[src/rtl/calc_pkg.sv]
// Shared calculator definitions: token codes, PS/2 scan codes and the scan-to-token decode.
// Used by key_token_decoder and by the calculator FSM downstream.
package calc_pkg;

    localparam logic [3:0] TOK_ADD   = 4'd10;
    localparam logic [3:0] TOK_SUB   = 4'd11;
    localparam logic [3:0] TOK_MUL   = 4'd12;
    localparam logic [3:0] TOK_ENTER = 4'd13;
    localparam logic [3:0] TOK_CLEAR = 4'd14;

    // Index i of each table is the scan code of digit i.
    localparam logic [8:0] SC_ROW_DIGIT [10] = '{
        9'h045, 9'h016, 9'h01E, 9'h026, 9'h025,
        9'h02E, 9'h036, 9'h03D, 9'h03E, 9'h046
    };
    localparam logic [8:0] SC_PAD_DIGIT [10] = '{
        9'h070, 9'h069, 9'h072, 9'h07A, 9'h06B,
        9'h073, 9'h074, 9'h06C, 9'h075, 9'h07D
    };

    localparam logic [8:0] SC_KP_PLUS  = 9'h079;
    localparam logic [8:0] SC_KP_MINUS = 9'h07B;
    localparam logic [8:0] SC_MINUS    = 9'h04E;
    localparam logic [8:0] SC_KP_STAR  = 9'h07C;
    localparam logic [8:0] SC_ENTER    = 9'h05A;
    localparam logic [8:0] SC_KP_ENTER = 9'h15A;
    localparam logic [8:0] SC_ESC      = 9'h076;
    localparam logic [8:0] SC_BKSP     = 9'h066;

    typedef struct packed {
        logic       valid;
        logic [3:0] code;
    } tok_dec_t;

    function automatic tok_dec_t decode_scan(input logic [8:0] sc);
        tok_dec_t dec;
        dec.valid = 1'b0;
        dec.code  = 4'd0;
        for (int i = 0; i < 10; i++) begin
            if (sc == SC_ROW_DIGIT[i] || sc == SC_PAD_DIGIT[i]) begin
                dec.valid = 1'b1;
                dec.code  = 4'(i);
            end
        end
        case (sc)
            SC_KP_PLUS:             begin dec.valid = 1'b1; dec.code = TOK_ADD;   end
            SC_KP_MINUS, SC_MINUS:  begin dec.valid = 1'b1; dec.code = TOK_SUB;   end
            SC_KP_STAR:             begin dec.valid = 1'b1; dec.code = TOK_MUL;   end
            SC_ENTER, SC_KP_ENTER:  begin dec.valid = 1'b1; dec.code = TOK_ENTER; end
            SC_ESC, SC_BKSP:        begin dec.valid = 1'b1; dec.code = TOK_CLEAR; end
            default: ;
        endcase
        return dec;
    endfunction

endpackage

[src/rtl/token_fifo.sv]
// First-word fall-through token FIFO with occupancy count and a sticky overflow flag.
// DEPTH must be a power of two so the pointers wrap naturally.
module token_fifo #(
    parameter int DEPTH = 4,
    parameter int CNT_W = 3
) (
    input  logic             clk,
    input  logic             rst_n,
    input  logic             push,
    input  logic [3:0]       push_code,
    input  logic             pop_ready,
    output logic             out_valid,
    output logic [3:0]       out_code,
    output logic [CNT_W-1:0] count,
    output logic             overflow
);

    localparam int AW = (DEPTH > 1) ? $clog2(DEPTH) : 1;

    logic [3:0]       mem_q [DEPTH];
    logic [3:0]       mem_d [DEPTH];
    logic [AW-1:0]    wr_ptr_q, wr_ptr_d;
    logic [AW-1:0]    rd_ptr_q, rd_ptr_d;
    logic [CNT_W-1:0] count_q, count_d;
    logic             ovf_q, ovf_d;
    logic             empty, full, do_push, do_pop;

    // NOTE: every signal written here gets a default first, otherwise a latch is inferred.
    always_comb begin
        empty    = (count_q == '0);
        full     = (count_q == CNT_W'(DEPTH));
        do_pop   = !empty && pop_ready;
        // A full FIFO still accepts a push when the head leaves in the same cycle.
        do_push  = push && (!full || do_pop);
        mem_d    = mem_q;
        wr_ptr_d = wr_ptr_q;
        rd_ptr_d = rd_ptr_q;
        if (do_push) begin
            mem_d[wr_ptr_q] = push_code;
            wr_ptr_d        = wr_ptr_q + AW'(1);
        end
        if (do_pop) begin
            rd_ptr_d = rd_ptr_q + AW'(1);
        end
        count_d = count_q + CNT_W'(do_push) - CNT_W'(do_pop);
        ovf_d   = ovf_q || (push && !do_push);
    end

    // NOTE: storage is reset too, so no stale token survives rst_n; it is only DEPTH x 4 bits.
    always_ff @(posedge clk or negedge rst_n) begin
        if (!rst_n) begin
            for (int i = 0; i < DEPTH; i++) begin
                mem_q[i] <= '0;
            end
            wr_ptr_q <= '0;
            rd_ptr_q <= '0;
            count_q  <= '0;
            ovf_q    <= 1'b0;
        end else begin
            mem_q    <= mem_d;
            wr_ptr_q <= wr_ptr_d;
            rd_ptr_q <= rd_ptr_d;
            count_q  <= count_d;
            ovf_q    <= ovf_d;
        end
    end

    assign out_valid = !empty;
    assign out_code  = empty ? 4'd0 : mem_q[rd_ptr_q];
    assign count     = count_q;
    assign overflow  = ovf_q;

endmodule

[src/rtl/key_token_decoder.sv]
// Turns KeyboardDecoder's held-key view into one calculator token per key press,
// queued in a token_fifo for the calculator FSM.
module key_token_decoder
    import calc_pkg::*;
#(
    parameter int DEPTH = 4,
    parameter int CNT_W = 3
) (
    input  logic             clk,
    input  logic             rst_n,
    input  logic [511:0]     key_down,
    input  logic [8:0]       last_change,
    input  logic             tok_ready,
    output logic             tok_valid,
    output logic [3:0]       tok_code,
    output logic [CNT_W-1:0] fifo_count,
    output logic             overflow
);

    logic       cur_q, cur_d, prev_cur_q, prev_cur_d;
    logic [8:0] lc_q, lc_d, prev_lc_q, prev_lc_d;
    logic       dec_valid_q, dec_valid_d;
    logic [3:0] dec_code_q, dec_code_d;
    logic       press;
    tok_dec_t   dec;

    always_comb begin
        cur_d      = key_down[last_change];
        lc_d       = last_change;
        prev_cur_d = cur_q;
        prev_lc_d  = lc_q;
        // A change of last_change while the new key is down is a rollover press.
        press       = cur_q && (!prev_cur_q || (lc_q != prev_lc_q));
        dec         = decode_scan(lc_q);
        dec_valid_d = press && dec.valid;
        dec_code_d  = dec.code;
    end

    // NOTE: clocked state uses non-blocking assignments so every flop samples pre-edge values.
    always_ff @(posedge clk or negedge rst_n) begin
        if (!rst_n) begin
            cur_q       <= 1'b0;
            lc_q        <= '0;
            prev_cur_q  <= 1'b0;
            prev_lc_q   <= '0;
            dec_valid_q <= 1'b0;
            dec_code_q  <= '0;
        end else begin
            cur_q       <= cur_d;
            lc_q        <= lc_d;
            prev_cur_q  <= prev_cur_d;
            prev_lc_q   <= prev_lc_d;
            dec_valid_q <= dec_valid_d;
            dec_code_q  <= dec_code_d;
        end
    end

    token_fifo #(
        .DEPTH (DEPTH),
        .CNT_W (CNT_W)
    ) u_fifo (
        .clk       (clk),
        .rst_n     (rst_n),
        .push      (dec_valid_q),
        .push_code (dec_code_q),
        .pop_ready (tok_ready),
        .out_valid (tok_valid),
        .out_code  (tok_code),
        .count     (fifo_count),
        .overflow  (overflow)
    );

endmodule

[config.mk]
export PLATFORM = sky130hd
export DESIGN_NAME = key_token_decoder
export DESIGN_NICKNAME = d
export VERILOG_FILES = /design/src/rtl/calc_pkg.sv /design/src/rtl/token_fifo.sv /design/src/rtl/key_token_decoder.sv
export SDC_FILE = /design/constraint.sdc
export NUM_CORES = 1
export LEC_CHECK = 0
export CAP_MARGIN = 20
export CORE_AREA = 10 10 197 199
export CTS_CLUSTER_DIAMETER = 80
export DETAILED_ROUTE_END_ITERATION = 10
export DIE_AREA = 0 0 207 209
export GPL_ROUTABILITY_DRIVEN = 0
export PLACE_DENSITY_LB_ADDON = 0.25
export SYNTH_ARGS = -nofsm -noshare
export SYNTH_HDL_FRONTEND = slang
export SYNTH_HIERARCHICAL = 1
export SYNTH_SLANG_ARGS = --single-unit
[constraint.sdc]
create_clock -name clk -period 2.5 [get_ports clk]
set_input_delay 0.5 -clock clk [delete_from_list [all_inputs] [get_ports clk]]
set_output_delay 0.5 -clock clk [all_outputs]
set_load 0.01 [all_outputs]
==> qor.yml, run 1 <==
grt_max_degree: 50
synth-edff-count: 0
seq_power_share_pct: 23.3
cp_max_fo: 6
start_util_pct: 19.56
synth_area_leader_cell: "mux4_2"
holdBufCountCts: 0
p_clk_share_pct: 20.6
drive_above_1_share_pct: 18.57
grt-ovfl-total: 0
pin_count: 533
cts_made_buffers: 5
period_share_pct: 97.21
p_switching_w: 0.001289
placed_cell_area_um2: 13140
mappedNetlistNets: 1161
drv_cap: 0
die_area_um2: 43260
design_area_um2: 13480
vias: 8076
wl_um: 44980
worst_pin_slew_ns: 0.6298
drc: 0
setup_viol: 0
p_sw_share_pct: 30.36
vdd_drop_max_mv: 0.2602
floorplan.die.width_um: 207
reg2reg_to: "u_fifo/count[2]"
yosysSeqAreaShare_pct: 17.88
reg2reg_depth: 8
area_growth_pct: 96.64
clk_pin_slew_ns: 0.07
async_reset_ff_share_pct: 100.0
rrSetupSlack_ns: 0.20
endpoint_kind: "primary output"
combinationalPowerShare_pct: 56.1
row_count: 69
avgSynthCellArea_um2: 10.88
ys_types: 65
p_int_w: 0.002956
first_pass_iters: 7
cp_data_required_time_ns: 2.00
wl_per_cell_um: 26.90
yosys.cell_count.top_type: "mux2i_1"
synth_compound_area_share_pct: 17.23
ant_nets: 0
hp-class: "in -> async"
cts-root-buf: "clkbuf_16"
yosys-mux-area-fraction_pct: 45.13
yosysTopAreaCellShare_pct: 23.32
synth.area.top_cells: "mux4_2 23%, dfrtp_1 18%, mux2i_1 17%"
fin_tns_setup_ns: 0
post-route-min-period_ns: 2.430
ys_seq_elements: 49
p_total_w: 0.004244
dp_hpwl_um: 40120
whs_ns: 0.3183
cts_sinks: 49
clkLatencyLatePin_ns: 0.29
rsz0062_at_grt: "false"
drv_slew: 0
synthAdderAreaFrac_pct: 1.387
synth_top_family_by_area: "multiplexers"
place.port_buffers: 532
synth_xor_area_share_pct: 1.916
cts_tree: "yes"
reg2reg_from: "u_fifo/count[2]"
ys_warn_count: 6
initialDrtViolationCount: 481
critPathLaunchType: "flop"
power.leakage_nw: 5.270
routed_via_density: 4.830
grt_pass1_wl_um: 63050
syn_area_um2: 6857
fmax_ghz: 0.4115
fin_nets: 1736
synth_common_cells: "116 x mux2i_1, 71 x mux4_2, 58 x o221ai_1, 49 x dfrtp_1, 35 x a21oi_1"
antenna_found_initial: 9
finClkSkew_ns: 0.007638
criticalPathCategory: "reg -> out"
status: "finished clean"
cts_buffer_depth: 2
finalHoldViolCount: 0
ys.flop_type: "dfrtp_1"
syn_inst: 630
yosys.area_share.simple_pct: 8.923
die-height_um: 209
cts.htree.levels: 2
core_um2: 35050
relSlewSlack_pct: 58.01
arrival_ns: 1.93
grt_pass1_vias: 8776
p_per_area_nw_per_um2: 314.8
grt_usage_pct: 19.47
==> registers in the layout, summed over array words and instances (netlist names) <==
signal and count:
u_fifo/mem_q 16, lc_q 9, prev_lc_q 9, dec_code_q 4
u_fifo/count 3, u_fifo/rd_ptr_q 2, u_fifo/wr_ptr_q 2, cur_q 1
dec_valid_q 1, prev_cur_q 1, u_fifo/overflow 1
==> layout by cell type, fill, tap and decap left out, types with 5 or more instances in the layout <==
master	n
dfrtp_1	48
o22ai_1	25
xnor2_1	9
mux4_2	73
nor2b_1	5
buf_4	87
nand2_1	17
o21ai_0	10
inv_1	8
nor3_1	7
clkdlybuf4s50_1	525
and2_1	6
nor2_1	25
ha_1	6
nand2b_1	6
mux2_2	18
o221ai_1	57
nor3b_1	6
clkbuf_16	5
a21oi_1	34
diode_2	5
buf_12	9
nor4_1	5
mux2i_1	111
xor2_1	6
nand3_1	8
o211ai_1	5
==> worst max-delay path: stages, from the launching register on <==
cell             delay, ns
dfrtp_2               0.45
mux4_2                0.52
and2_1                0.17
clkdlybuf4s50_1       0.49
==> per-stage QoR <==
step	utilization, %	instances	worst slack (ns)
final	38.47	1672	0.06985
after global routing	38.46	1671	0.002982
after CTS	38.14	1665	-0.04055
after global placement	37.50	1657	-0.4733
after detailed placement	37.50	1657	-0.5406
after floorplan	-	630	0.05180
==> how the worst max path moves through the flow <==
| stage | end | from | slack, ns |
|---|---|---|---|
| 5_1_grt | cur_q | last_change[0] | 0.003 |
| 2_1_floorplan | u_fifo/count[2] | u_fifo/count[1] | 0.05 |
| 3_5_place_dp | cur_q | last_change[0] | -0.54 |
| 3_3_place_gp | cur_q | last_change[0] | -0.47 |
| 6_report | tok_code[2] | u_fifo/rd_ptr_q[0] | 0.07 |
| 4_1_cts | cur_q | last_change[2] | -0.04 |
==> per-layer routing <==
| layer | global-route usage [%] | part of all wire (%) |
|---|---|---|
| met1 | 22.59 | 39 |
| met5 | 0 | 0 |
| met4 | 3.675 | 1.7 |
| met2 | 35.24 | 52 |
| met3 | 5.189 | 7.4 |
==> power by group through the flow <==
stage	Combinational [W]	Clock (W)	Sequential, W
3_3_place_gp	0.00232	0	0.00101
5_1_grt	0.00255	0.000936	0.00101
3_5_place_dp	0.00234	0	0.00101
6_report	0.00238	0.000873	0.000990
2_1_floorplan	0.000952	0	0.000990
4_1_cts	0.00236	0.000902	0.000997
==> cell families after synthesis <==
kind of cell / Yosys count
flip-flops: 49
AND/OR/NAND/NOR: 111
AO/OA/AOI/OAI: 164
buffers and inverters: 74
multiplexers: 210
adder cells (fa/ha/maj): 7
XOR/XNOR: 15
==> cell type report <==
type	instances	area [µm²]
Fill cell	3478	21570
Inverter	12	45.04
Antenna cell	5	12.51
Clock buffer	5	125.1
Tap cell	461	576.8
Sequential cell	49	1227
Multi-Input combinational cell	507	5210
Clock inverter	3	68.82
Timing Repair Buffer	630	6217
==> timing repair <==
action                     in CTS  in global routing
setup buffers                   0                  2
gates resized for setup        10                 19
pin swaps                       0                  3
setup endpoints to repair       5                  6
Power figures use the tool's default switching activity.
==> run 2, diff against run 1 <==
Settings changed: GPL_ROUTABILITY_DRIVEN 0 to 1.
==> results of run 2 <==
The final DEF is identical to that of run 1; final timing and power are the same.
